**config.mk**
```make
export PLATFORM = sky130hd
export DESIGN_NAME = flag_branch_unit
export DESIGN_NICKNAME = d
export VERILOG_FILES = /design/src/rtl/flag_branch_unit_pkg.sv /design/src/rtl/flag_branch_unit_cond.sv /design/src/rtl/flag_branch_unit.sv
export SDC_FILE = /design/constraint.sdc
export NUM_CORES = 1
export LEC_CHECK = 0
export ABC_AREA = 1
export BUFFER_PORTS_ARGS = -buffer_cell sky130_fd_sc_hd__buf_2
export CAP_MARGIN = 20
export CELL_PAD_IN_SITES_DETAIL_PLACEMENT = 0
export CELL_PAD_IN_SITES_GLOBAL_PLACEMENT = 1
export CORE_UTILIZATION = 37
export CTS_CLUSTER_DIAMETER = 100
export DETAILED_ROUTE_END_ITERATION = 6
export GPL_TIMING_DRIVEN = 0
export PLACE_DENSITY_LB_ADDON = 0.1
export SYNTH_ARGS = -nofsm -noshare
export SYNTH_HDL_FRONTEND = slang
export SYNTH_SLANG_ARGS = --single-unit
```
**constraint.sdc**
```tcl
create_clock -name clk -period 2.87 [get_ports clk]
set_input_delay 0.1435 -clock clk [delete_from_list [all_inputs] [get_ports clk]]
set_output_delay 0.1435 -clock clk [all_outputs]
set_load 0.03 [all_outputs]
```
**src/rtl/flag_branch_unit_pkg.sv**
```systemverilog
// Shared encodings for the flag/branch unit: condition codes, opcodes,
// FSM states and flag bit positions.
package flag_branch_unit_pkg;

   typedef enum logic [2:0] {
      CC_NEQ    = 3'b000,
      CC_EQ     = 3'b001,
      CC_GT     = 3'b010,
      CC_LT     = 3'b011,
      CC_GTE    = 3'b100,
      CC_LTE    = 3'b101,
      CC_OVF    = 3'b110,
      CC_UNCOND = 3'b111
   } cc_e;

   localparam logic [3:0] OP_B   = 4'hC;
   localparam logic [3:0] OP_BR  = 4'hD;
   localparam logic [3:0] OP_HLT = 4'hF;

   typedef enum logic [1:0] {
      ST_IDLE   = 2'd0,
      ST_FLUSH  = 2'd1,
      ST_HALTED = 2'd2
   } state_e;

   localparam int unsigned FLAG_N = 2;
   localparam int unsigned FLAG_Z = 1;
   localparam int unsigned FLAG_V = 0;

endpackage

```
**src/rtl/flag_branch_unit_cond.sv**
```systemverilog
// Combinational branch condition evaluation from condition code and {N,Z,V}.
module branch_cond_eval
   import flag_branch_unit_pkg::*;
(
   input  logic [2:0] ccc,
   input  logic [2:0] flags,
   output logic       cond
);

   logic w_n;
   logic w_z;
   logic w_v;

   assign w_n = flags[FLAG_N];
   assign w_z = flags[FLAG_Z];
   assign w_v = flags[FLAG_V];

   always_comb begin
      cond = 1'b0;
      case (cc_e'(ccc))
         CC_NEQ:    cond = ~w_z;
         CC_EQ:     cond = w_z;
         CC_GT:     cond = ~w_z & ~w_n;
         CC_LT:     cond = w_n;
         CC_GTE:    cond = w_z | (~w_z & ~w_n);
         CC_LTE:    cond = w_n | w_z;
         CC_OVF:    cond = w_v;
         CC_UNCOND: cond = 1'b1;
         default:   cond = 1'b0;
      endcase
   end

endmodule

```
**src/rtl/flag_branch_unit.sv**
```systemverilog
// Flag register, branch resolution/target, flush/halt FSM and saturating
// branch statistics at the decode/execute boundary.
module flag_branch_unit
   import flag_branch_unit_pkg::*;
#(
   parameter int WIDTH       = 16,
   parameter int FLUSH_DEPTH = 1,
   parameter int ENABLE_FWD  = 1,
   parameter int CNT_WIDTH   = 16
) (
   input  logic                 clk,
   input  logic                 rst,
   input  logic                 stall,
   input  logic [2:0]           flag_we,
   input  logic [2:0]           alu_flags,
   input  logic                 br_valid,
   input  logic                 br_reg,
   input  logic [2:0]           ccc,
   input  logic [WIDTH-1:0]     pc_plus2,
   input  logic [8:0]           imm9,
   input  logic [WIDTH-1:0]     rs_data,
   input  logic                 halt_in,
   output logic                 taken,
   output logic [WIDTH-1:0]     target,
   output logic                 flush,
   output logic                 halted,
   output logic [2:0]           flags,
   output logic [CNT_WIDTH-1:0] br_count,
   output logic [CNT_WIDTH-1:0] taken_count
);

   localparam logic [2:0] FD_M1 = 3'(FLUSH_DEPTH - 1);

   state_e               r_state;
   state_e               w_state_nxt;
   logic [2:0]           r_flush_cnt;
   logic [2:0]           w_flush_cnt_nxt;
   logic [2:0]           r_flags;
   logic [2:0]           w_eff_flags;
   logic                 w_cond;
   logic                 w_taken;
   logic                 w_flush;
   logic                 w_cnt_en;
   logic [WIDTH-1:0]     w_off;
   logic [CNT_WIDTH-1:0] r_br_count;
   logic [CNT_WIDTH-1:0] r_taken_count;

   assign w_eff_flags = (ENABLE_FWD != 0) ? ((alu_flags & flag_we) | (r_flags & ~flag_we))
                                          : r_flags;

   branch_cond_eval u_cond (
      .ccc   (ccc),
      .flags (w_eff_flags),
      .cond  (w_cond)
   );

   assign w_taken = br_valid & w_cond & ~stall & (r_state == ST_IDLE);

   // Word offset: sign-extend imm9 and scale by 2; the add wraps mod 2^WIDTH.
   assign w_off  = {{(WIDTH-10){imm9[8]}}, imm9, 1'b0};
   assign target = br_reg ? rs_data : (pc_plus2 + w_off);

   always_comb begin
      w_state_nxt     = r_state;
      w_flush_cnt_nxt = r_flush_cnt;
      w_flush         = 1'b0;
      case (r_state)
         ST_IDLE: begin
            if (w_taken) begin
               w_flush = 1'b1;
               if (FLUSH_DEPTH > 1) begin
                  w_state_nxt     = ST_FLUSH;
                  w_flush_cnt_nxt = FD_M1;
               end
            end else if (halt_in & ~stall) begin
               w_state_nxt = ST_HALTED;
            end
         end
         ST_FLUSH: begin
            w_flush = 1'b1;
            if (~stall) begin
               if (r_flush_cnt <= 3'd1) begin
                  w_state_nxt     = ST_IDLE;
                  w_flush_cnt_nxt = '0;
               end else begin
                  w_flush_cnt_nxt = r_flush_cnt - 3'd1;
               end
            end
         end
         ST_HALTED: begin
            w_state_nxt = ST_HALTED;
         end
         default: begin
            w_state_nxt     = ST_IDLE;
            w_flush_cnt_nxt = '0;
         end
      endcase
   end

   always_ff @(posedge clk or posedge rst) begin
      if (rst) begin
         r_state     <= ST_IDLE;
         r_flush_cnt <= '0;
      end else if (~stall) begin
         r_state     <= w_state_nxt;
         r_flush_cnt <= w_flush_cnt_nxt;
      end
   end

   always_ff @(posedge clk or posedge rst) begin
      if (rst) begin
         r_flags <= '0;
      end else if (~stall && r_state != ST_HALTED) begin
         for (int unsigned i = 0; i < 3; i++) begin
            if (flag_we[i]) r_flags[i] <= alu_flags[i];
         end
      end
   end

   assign w_cnt_en = ~stall & (r_state == ST_IDLE) & br_valid;

   always_ff @(posedge clk or posedge rst) begin
      if (rst) begin
         r_br_count    <= '0;
         r_taken_count <= '0;
      end else if (w_cnt_en) begin
         if (r_br_count != '1) r_br_count <= r_br_count + 1'b1;
         if (w_taken && r_taken_count != '1) r_taken_count <= r_taken_count + 1'b1;
      end
   end

   assign taken       = w_taken;
   assign flush       = w_flush;
   assign halted      = (r_state == ST_HALTED);
   assign flags       = r_flags;
   assign br_count    = r_br_count;
   assign taken_count = r_taken_count;

endmodule
```
-- After elaboration in Yosys (flattened, before gate mapping)
Index checks and enable logic that the tools add are counted.
- register bits: 40
- bits of input ports: 56
- output and inout port bits: 54
- word-level logic and storage cells: 66
- $add $sub $neg: 4
- order comparisons: 1
- equal/unequal tests: 15
- muxes and demuxes: 10
- bitwise gates (word level): 17
- reduce and logical (&&, ||, !) cells: 12
- operators by type and width (cell ; number):
    $add 16x1->16 const B ; 2
    $ne 16x16->1 const B ; 2
    $add 16x16->16 ; 1
    $mux 16 ; 1
    $eq 3x3->1 const B ; 4
    $reduce_and 2->1 ; 6
    $ne 2x2->1 const B ; 4
    $pmux 1 s8 ; 1
    $and 1x1->1 ; 7
    $and 3x3->3 ; 2
    $eq 3x2->1 const B ; 2
    $mux 2 ; 3
    $pmux 2 s3 ; 1
    $pmux 3 s2 ; 1
    $not 1->1 ; 4
    $reduce_and 4->1 ; 1
    $eq 3x1->1 const B ; 1
    $le 3x1->1 const B ; 1
    $logic_not 3->1 ; 1
    $mux 3 ; 1
    $not 3->3 ; 1
    $or 3x3->3 ; 1
    $sub 3x1->3 const B ; 1
    $eq 2x1->1 const B ; 1
    other kinds (7) ; 9

-- Depth between registers and ports, before layout
Gate-level depths: netlist of the first run.
- depth in word-level cells: 12
- depth in mapped cells: 12
- mapped depth without buffers: 11

-- Hierarchy
A second synthesis of the first run with hierarchy kept.
- cells, all modules: 517
- area total of the unflattened synthesis: 3255.6 µm²
- by module, submodules not included (module ; instances ; cells each ; area an instance (µm²)):
    flag_branch_unit ; 1 ; 498 ; 3179.3
    branch_cond_eval ; 1 ; 19 ; 76.3

-- Worst setup path before layout of the first run
OpenSTA, ideal clock, no wires.
- kind: reg2out
- from: reg r_state[1]
- to: out taken
- arrival: 2.046 ns
- data required time: 2.727 ns
- setup slack: 0.681 ns
- cell stages (with the launch flop): 6
- path buffers: 1
- path through: dfrtp_1 nor2_2 nand2_1 a31oi_4 a21boi_1 buf_4
- longest elaborated chain between the ends: 2
- RTL lines (what ; RTL line ; RTL):
    start, declared ; flag_branch_unit.sv:34 ; state_e r_state;
    start signal, assigned ; flag_branch_unit.sv:105 ; r_state <= w_state_nxt;
    $logic_not 2->1 ; flag_branch_unit.sv:57 ; assign w_taken = br_valid & w_cond & ~stall & (r_state == ST_IDLE);
    $and 1x1->1 ; flag_branch_unit.sv:57 ;
    end, declared ; flag_branch_unit.sv:23 ; output logic taken,
Every way passes these cells.

-- Worst setup path in the final report of the first run
Same ends and word-level chain as after synthesis.

==> results of run 1 <==
[final cells by class]
class | instances | area, um2 | area share [%]
Multi-Input combinational cell | 393 | 2040 | 51.8
Sequential cell | 36 | 901 | 22.9
Timing Repair Buffer | 109 | 546 | 13.9
Inverter | 46 | 173 | 4.39
Tap cell | 105 | 131 | 3.34
Clock buffer | 6 | 82.6 | 2.10
Buffer | 9 | 50.0 | 1.27
Clock inverter | 2 | 13.8 | 0.350
[state kept, by name, indices dropped and copies added (netlist names)]
signal	flops
flags	3
taken_count	16
r_state	1
br_count	16
[power by group]
part	switching, mW	internal, mW
sequential	0.0791	0.564
clock	0.217	0.197
combinational	0.428	0.214
[synthesized netlist by cell type]
cell	number
dfrtp_1	36
a21boi_0	1
o21ai_0	15
inv_2	3
nor2_1	44
nand2_2	2
nor3_4	1
fa_1	1
or2_2	1
and2_1	2
xor2_1	14
nand3_4	2
nand4_1	24
o21a_1	1
clkbuf_1	3
buf_4	1
nor2_2	2
ha_1	16
nand3b_1	2
nand3_1	29
xnor2_1	14
o21ai_1	6
o211ai_1	1
a31oi_1	3
buf_6	1
a21boi_1	1
nand2_1	182
a21oi_1	21
nor3_1	5
a31oi_4	1
inv_1	43
buf_2	4
o21bai_1	2
[cell families after synthesis]
logic type | synth area share (%)
fa+ha+maj | 6.96
flops | 28.5
xor+xnor | 7.75
compound gates | 9.34
simple gates | 40.4
buf+inv | 7.04
[per-layer routing]
metal | vias up | track usage, %
li1 | 1815 | -
met1 | 1485 | 26.8
met2 | 98 | 34.8
met3 | 12 | 3.46
met4 | 0 | 5.43
met5 | - | 0
[through the flow]
step                      utilization [%]  worst slack [ps]  hold slack (ps)  total power, mW
after global placement               46.5               892              377             1.29
after floorplan                         -               681              248             1.09
final                                47.7               589            -22.4             1.70
after CTS                            47.7               532             19.9             1.71
after global routing                 47.7               417             63.5             1.82
after detailed placement             46.5               881              345             1.30
[how the worst max path moves through the flow]
stage / depth (start not counted) / end / slack [ps] / from
2_1_floorplan: 5 / taken / 680 / r_state[1]
3_3_place_gp: 6 / taken / 890 / r_state[1]
3_5_place_dp: 6 / taken / 880 / r_state[1]
4_1_cts: 6 / taken / 530 / r_state[1]
5_1_grt: 6 / taken / 420 / r_state[1]
6_report: 6 / taken / 590 / r_state[1]
[cell usage in the layout (no fill, tap or decap), types with 2 or more instances in the layout]
| cell type | n |
|---|---|
| xor2_1 | 14 |
| nor3_1 | 5 |
| buf_2 | 113 |
| nand3_4 | 2 |
| nor2_2 | 2 |
| dfrtp_1 | 36 |
| a21oi_1 | 21 |
| inv_2 | 4 |
| clkbuf_8 | 6 |
| inv_1 | 42 |
| nand2_1 | 182 |
| nor2_1 | 44 |
| nand4_1 | 24 |
| nand2_2 | 2 |
| o21ai_1 | 6 |
| nand3b_1 | 2 |
| o21bai_1 | 2 |
| xnor2_1 | 14 |
| ha_1 | 16 |
| o21ai_0 | 15 |
| a31oi_1 | 3 |
| nand3_1 | 29 |
| and2_1 | 2 |
| clkbuf_1 | 3 |
==> run metrics, run 1 <==
outcome finished with violations; violated checks hold timing; Leak Pwr around 2.2 nW; Worst-path clk slew ~90 ps; antenna diode count 0; vias in the first global route roughly 3100; Layout Nets approximately 670; Die Wd 94.5 um; worst r2r path cells 9; Max VDD drop 0.000225 V; met3 routed WL slightly above 500 um; Yosys cell types 33; Setup Viol. Count Final 0; post-synth top area share between 20 and 30%; clk root buf clkbuf_8; Cell Area, Placed 3840 um2; Power Density 432 nW/um2; delay-heaviest family, CP compound AO/OA/AOI/OAI gates; Final Cell Area between 3000 and 4000 um2; number of gates resized after CTS 0; slew of the pin with the lowest slew margin between 700 and 800 ps; Max-slew headroom between 40% and 50%; Achievable Freq ~0.44 GHz; CP Cell Sequence nor2_2, nand2_1, a31oi_4, a21boi_1, buf_4, buf_2; Crit Path Category reg -> out; Initial Util 38.3%; Tot GR Track Use roughly a fifth; Avg Cell Area, Syn around 6.5 um2; cells after synthesis just under 500; WL/cell ~12 um; critical path capture point type output port; CP arrival between 2000 and 2500 ps; Worst path max stage delay ~410 ps; full die area about 9000 um2; vias per cell slightly below 5; sequential area share after synthesis 28.5%; hold_ws -22.4 ps; clock buffer depth 2; met2 WL 3930 um; I/O pin count 110; R2R setup slack 930 ps; Final Hold Fails 31; GPL Wtd Cong approximately 0.85; CTS H-tree lvls 2; Netlist Area Pre-Place ~3200 um2; top sig layer met4; TritonCTS clock tree yes; period utilization around four fifths; Core Rows 33; biggest area consumer among synthesized cells dfrtp_1; GRT Residual Overflow 0; Tmin final about 2300 ps; routed vias 3410; DRC violations left 0; Yosys reg bits 36; worst r2r dst taken_count[4]; setup TNS 0 ps; initial antenna violation count 0; core area ~8300 um2; Post-Syn Nets between 500 and 600; RR Startpoint taken_count[0]; Filler Cells Inserted slightly below 900; drt pass-1 iters 4; worst hold path type in -> async; WP buf/inv 2; pin count of the biggest net entering global routing 37; Synth warnings 0; Inserted Clock Buffers 5; RSZ-0062 raised after global routing no; CP max FO 9; first-pass GRT wire length ~15000 um; Post-Layout Cell Count around 710; ranking of synthesized cells by area dfrtp_1 28%, nand2_1 22%, ha_1 6.3%; initial drt markers roughly 90; hpwl dp 6810 um; Die Y about 94 um; layout cells sized above 1 a little under a quarter; Final Skew about 19 ps; area growth from synthesis to layout 24.4%; Worst EP required 2730 ps; number of port buffers ~110; M1 WL a little over 4000 um; critical path's slowest cell dfrtp_1; Sink Count 36; post-CTS setup repair buffer count 0; max cap viols 0; Antenna Nets Post-Route 0; CTS Hold Bufs 0; total detailed-routing wirelength roughly 8600 um; Worst Setup Start Kind register; max-slew violation count 0; Worst-Skew Late Latency 300 ps; Placed Instances 698
No activity file was read; power rests on OpenSTA's default activity.
==> run 2: changes to the inputs <==
--- a/config.mk
+++ b/config.mk
@@ -10,7 +10,7 @@
 export CAP_MARGIN = 20
 export CELL_PAD_IN_SITES_DETAIL_PLACEMENT = 0
 export CELL_PAD_IN_SITES_GLOBAL_PLACEMENT = 1
-export CORE_UTILIZATION = 37
+export CORE_UTILIZATION = 35
 export CTS_CLUSTER_DIAMETER = 100
 export DETAILED_ROUTE_END_ITERATION = 6
 export GPL_TIMING_DRIVEN = 0
==> constraint.sdc (replaced) <==
create_clock -name clk -period 2.17 [get_ports clk]
set_input_delay 0.1085 -clock clk [delete_from_list [all_inputs] [get_ports clk]]
set_output_delay 0.1085 -clock clk [all_outputs]
set_load 0.03 [all_outputs]
==> run 2 against run 1 <==
Against the previous run: die area up 5.6%; highest routed layer unchanged; design area up 0.13%; total power up 29%; final cell count up 0.57%; critical path depth unchanged; clock-buffer cell count up 1; non-clock buffer count up 1; worst setup slack worse by 360 ps; global-route usage down 0.76 points; combinational power up 33%; the flow still finishes with violations (hold timing); core utilization down 2.5 points; hold slack worse by 4.2 ps.
==> run metrics, run 2 (synthesis gave the netlist of run 1 again) <==
outcome finished with violations; violated checks hold timing; CTS H-tree lvls 2; slew of the pin with the lowest slew margin 812 ps; Max-slew headroom a little under half; routed vias 3407; hold_ws -26.5 ps; Layout Nets around 670; layout cells sized above 1 22.4%; max-slew violation count 0; commonest non-fill, non-tap cell in the layout nand2_1; initial antenna violation count 0; total detailed-routing wirelength around 8600 um; Die Y between 90 and 100 um; Worst path max stage delay approximately 420 ps; CP max FO 7; Leak Pwr about 2.2 nW; GPL Wtd Cong ~0.85; pin count of the biggest net entering global routing 37; Setup Viol. Count Final 0; worst hold path type in -> async; Worst-Skew Late Latency slightly below 300 ps; Worst-path clk slew ~80 ps; setup TNS 0 ps; critical path's slowest cell dfrtp_1; most frequent cells in the layout 182 x nand2_1, 113 x buf_2, 44 x nor2_1, 42 x inv_1, 36 x dfrtp_1; Die Wd about 97 um; TritonCTS clock tree yes; RR Startpoint br_count[0]; DRC violations left 0; Power Density between 500 and 600 nW/um2; core area slightly below 9000 um2; CP arrival 1840 ps; CP Cell Sequence nor2_4, nand2_1, a31oi_4, a21boi_1, buf_4, buf_2; Power, Total roughly 2.2 mW; Tot GR Track Use 19.8%; clk root buf clkbuf_8; RSZ-0062 raised after global routing no; Sink Count 36; Antenna Nets Post-Route 0; Achievable Freq approximately 0.51 GHz; Core Rows 34; initial drt markers 67; WL/cell 12.0 um; area growth from synthesis to layout 24.6%; Worst Slack Setup Final about 230 ps; Max VDD drop ~0.00043 V; Final Cell Area 3940 um2; hpwl dp around 7000 um; Post-Layout Cell Count 710; first-pass GRT wire length 15600 um; Final Hold Fails 36; CP startpoint r_state[1]; Initial Util a little over a third; I/O pin count 110; GRT Residual Overflow 0; Tmin final approximately 2000 ps; Worst Setup Start Kind register; Crit Path Category reg -> out; full die area 9420 um2; Inserted Clock Buffers 5; antenna diode count 0; vias in the first global route roughly 3400; Cell Area, Placed between 3000 and 4000 um2; Filler Cells Inserted between 900 and 1000; worst slack, placed 236 ps; Final Skew between 15 and 20 ps; Worst EP required around 2000 ps; Placed Instances about 700; Sequential Area about 900 um2; critical path capture point type output port; vias per cell between 4 and 5; clock buffer depth 2; max cap viols 0; period utilization roughly 90%; number of port buffers 109; drt pass-1 iters 4; multi-input logic area ~2000 um2
run 2: cell count changes in the layout (fill, tap and decap cells not counted):
cell | before | now
clkbuf_1 | 3 | 5
buf_4 | 1 | 2
clkbuf_8 | 6 | 5
clkinv_2 | 1 | 0
clkinv_4 | 0 | 1
inv_6 | 1 | 0
nor2_2 | 2 | 1
nor2_4 | 0 | 1
run 2: final timing paths:
check / to / slack, ps / cells after the start
hold reg to reg: br_count[4] / 520 / 1
min in group clk: flags[0] / 40 / 2
max in group asynchronous: taken_count[3] / 1670 / 2
setup reg to reg: br_count[14] / 250 / 7
hold / removal: r_state[1] / -30 / 2
setup / recovery: taken / 230 / 6
run 2: power by group:
part	internal (mW)	leakage, nW	switching (mW)
Combinational	0.282	1.66	0.571
Sequential	0.746	0.475	0.104
Clock	0.230	0.0424	0.260
run 2: area by class of cell:
type	count	area share, %
multi-input cells	393	51.9
flip-flops and latches	36	22.9
repair buffers	110	14.0
inverters	46	4.38
well taps	108	3.43
clock buffers	7	1.94
plain buffers	9	1.27
clock inverters	1	0.222
run 2: timing repair:
| action | in CTS | in global routing |
|---|---|---|
| setup endpoints to repair | 2 | 1 |
| hold buffers | 0 | 0 |
| resized for setup | 0 | 1 |
| setup buffers | 1 | 0 |
run 2: worst max-delay path: cells and delay by family, from the launching register on:
kind            cells  cell delay, ps
compound gates      2             460
buf+inv             2             330
flops               1             420
simple gates        2             340
run 2: metal layers:
metal	wire length, um	vias to the layer above	GRT usage [%]
met5	0	-	0
met4	40	0	4.13
met3	408	2	2.88
met1	4170	1511	26.4
li1	-	1808	-
met2	3940	86	33.8
run 2: stage by stage:
| stage | hold slack (ps) | utilization, % |
|---|---|---|
| detailed placement | 322 | 44.1 |
| finish | -26.5 | 45.2 |
| CTS | 1.31 | 45.1 |
| global route | 52.8 | 45.2 |
| floorplan | 213 | - |
| global placement | 339 | 44.1 |
==> run 3: changes to the inputs <==
--- a/config.mk
+++ b/config.mk
@@ -11,10 +11,12 @@
 export CELL_PAD_IN_SITES_DETAIL_PLACEMENT = 0
 export CELL_PAD_IN_SITES_GLOBAL_PLACEMENT = 1
 export CORE_UTILIZATION = 35
-export CTS_CLUSTER_DIAMETER = 100
+export CTS_CLUSTER_DIAMETER = 30
+export CTS_CLUSTER_SIZE = 16
 export DETAILED_ROUTE_END_ITERATION = 6
 export GPL_TIMING_DRIVEN = 0
 export PLACE_DENSITY_LB_ADDON = 0.1
+export SETUP_SLACK_MARGIN = 0.3
 export SYNTH_ARGS = -nofsm -noshare
 export SYNTH_HDL_FRONTEND = slang
 export SYNTH_SLANG_ARGS = --single-unit
==> run 3 against run 2 <==
Against the previous run: the flow now finishes without violations; critical endpoint unchanged; total power increased by 8.0%; combinational power up 6.9%; clock power up 24%; worst setup slack improved by 180 ps; clock skew shrank 7.9 ps; clock-buffer cell count shrank 2; first-iteration DRC count grew 64%; flip-flop and latch count stayed put; hold slack gained 65 ps; sequential power about the same; maximum frequency rose by 10%.
==> run metrics, run 3 (synthesis gave the netlist of run 1 again) <==
Crit Path Category reg -> out; vias per cell about 4.8; vias in the first global route between 3000 and 4000; Final Hold Fails 0; clk root buf clkbuf_8; critical path capture point type output port; GRT met1 Usage between 20% and 30%; WP buf/inv 2; CP dominant cell by count buf_4; Tot GR Track Use about a fifth; GRT Residual Overflow 0; max-slew violation count 0; Worst path max stage delay about 420 ps; pin count of the biggest net entering global routing 37; Inserted Clock Buffers 5; I/O pin count between 100 and 150; commonest non-fill, non-tap cell in the layout nand2_1; routed vias between 3000 and 4000; worst r2r dst taken_count[2]; met2 global-route usage between 30% and 40%; Max-slew headroom between 40% and 50%; DRC violations left 0; Final Skew 9.01 ps; layout cells sized above 1 27.1%; most frequent cells in the layout 177 x nand2_1, 108 x buf_2, 41 x inv_1, 40 x nor2_1, 33 x dfrtp_1; Power Density 576 nW/um2; outcome completed; critical path's slowest cell dfrtp_1; first-pass GRT wire length 15000 um; Worst-Skew Late Latency slightly below 300 ps; delay-heaviest family, CP flip-flops; RSZ-0062 raised after global routing yes; Core Rows 34; Sequential Area approximately 900 um2; GR Util met3 slightly below 3%; Worst Setup Start Kind register; period utilization between 80% and 90%; Antenna Nets Post-Route 0; drt pass-1 iters 4; Worst-path clk slew 80 ps; grt peak-use layer met2; Leak Pwr 2.22 nW; hold depth 2; Power, Total 2.37 mW; RR Startpoint taken_count[1]; CP arrival around 1700 ps; CP max FO 7; initial drt markers 110; Initial Util 36.3%; max cap viols 0; WHS Endpoint flags[1]; area growth from synthesis to layout 30.1%; initial antenna violation count 0; GPL Wtd Cong 0.781; clock buffer depth 2; number of port buffers about 110; CTS H-tree lvls 2; WL/cell 12.2 um; worst r2r path cells 10; CP Cell Sequence nor2_4, nand2_2, a31oi_4, a21boi_4, buf_4, buf_4; worst hold path type in -> reg; Sink Count 36; slew of the pin with the lowest slew margin 793 ps; antenna diode count 0; Worst EP required 2060 ps; multi-input logic area around 2100 um2; core area 8720 um2; Max VDD drop ~0.00031 V; Filler Cells Inserted ~910; TritonCTS clock tree yes; total detailed-routing wirelength a little under 9000 um; Tmin final 1760 ps; Layout Nets 680; setup TNS 0 ps; Die Wd roughly 97 um; Achievable Freq about 0.57 GHz; hold wc startpoint flag_we[1]; full die area 9420 um2; Die Y between 90 and 100 um; Setup Viol. Count Final 0; R2R setup slack 440 ps; hpwl dp about 6900 um
-- run 3: timing repair --
item | 4_1_cts | 5_1_grt
pin swaps | 0 | 8
gates resized for setup | 6 | 24
endpoints found under the setup margin | 23 | 39
hold buffers | 1 | 0
hold endpoints to repair | 9 | 0
buffers inserted | 1 | 5
-- run 3: worst max path at each step --
stage                           end  depth (start not counted)  slack (ps)           start
finish                        taken                          6         410      r_state[1]
global route           br_count[13]                          8         290     br_count[0]
CTS                           taken                          6         270      r_state[1]
detailed placement     br_count[14]                          7         210     br_count[0]
global placement       br_count[14]                          7         250     br_count[0]
floorplan           taken_count[15]                          9         310  taken_count[1]
-- run 3: area by class of cell --
type                       instances  share of cell area [%]
buffer                             9                    1.34
tap                              108                    3.28
timing repair buffer             116                    14.8
sequential                        36                    22.0
clock inverter                     3                    1.03
multi-input combinational        393                    51.7
inverter                          46                    4.20
clock buffer                       5                    1.67
-- run 3: where the power goes --
part | total, mW | switching [mW] | leakage [nW] | internal, mW
Combinational | 0.913 | 0.601 | 1.70 | 0.313
Sequential | 0.849 | 0.0978 | 0.471 | 0.751
Clock | 0.608 | 0.267 | 0.0541 | 0.340
Total | 2.37 | 0.966 | 2.22 | 1.40
-- run 3: per-stage QoR --
stage | cells | utilization (%) | setup WS (ps) | cell area [um2] | hold WS, ps
2_1_floorplan | 484 | - | 313 | 3180 | 213
3_3_place_gp | 701 | 44.2 | 246 | 3860 | 339
3_5_place_dp | 701 | 44.2 | 207 | 3860 | 318
4_1_cts | 711 | 45.9 | 269 | 4000 | 22.4
5_1_grt | 716 | 47.2 | 295 | 4110 | 47.4
6_report | 716 | 47.2 | 409 | 4110 | 38.4
-- run 3: metal layers --
layer	up-vias	routed length, um	part of all wire (%)
met5	-	0	0
met4	0	49	0.56
met3	4	464	5.3
met2	93	3980	46
met1	1532	4210	48
li1	1826	-	-
-- run 3: worst reg2reg max path, stage by stage, from the launching register on --
cell and delay (ps):
dfrtp_2 440, ha_4 170, inv_1 60, nor2_4 140, nand2_2 100, nor3_4 160, nand3_4 160, nand3_4 160
buf_6 160, nand2_1 70, nand2_1 70
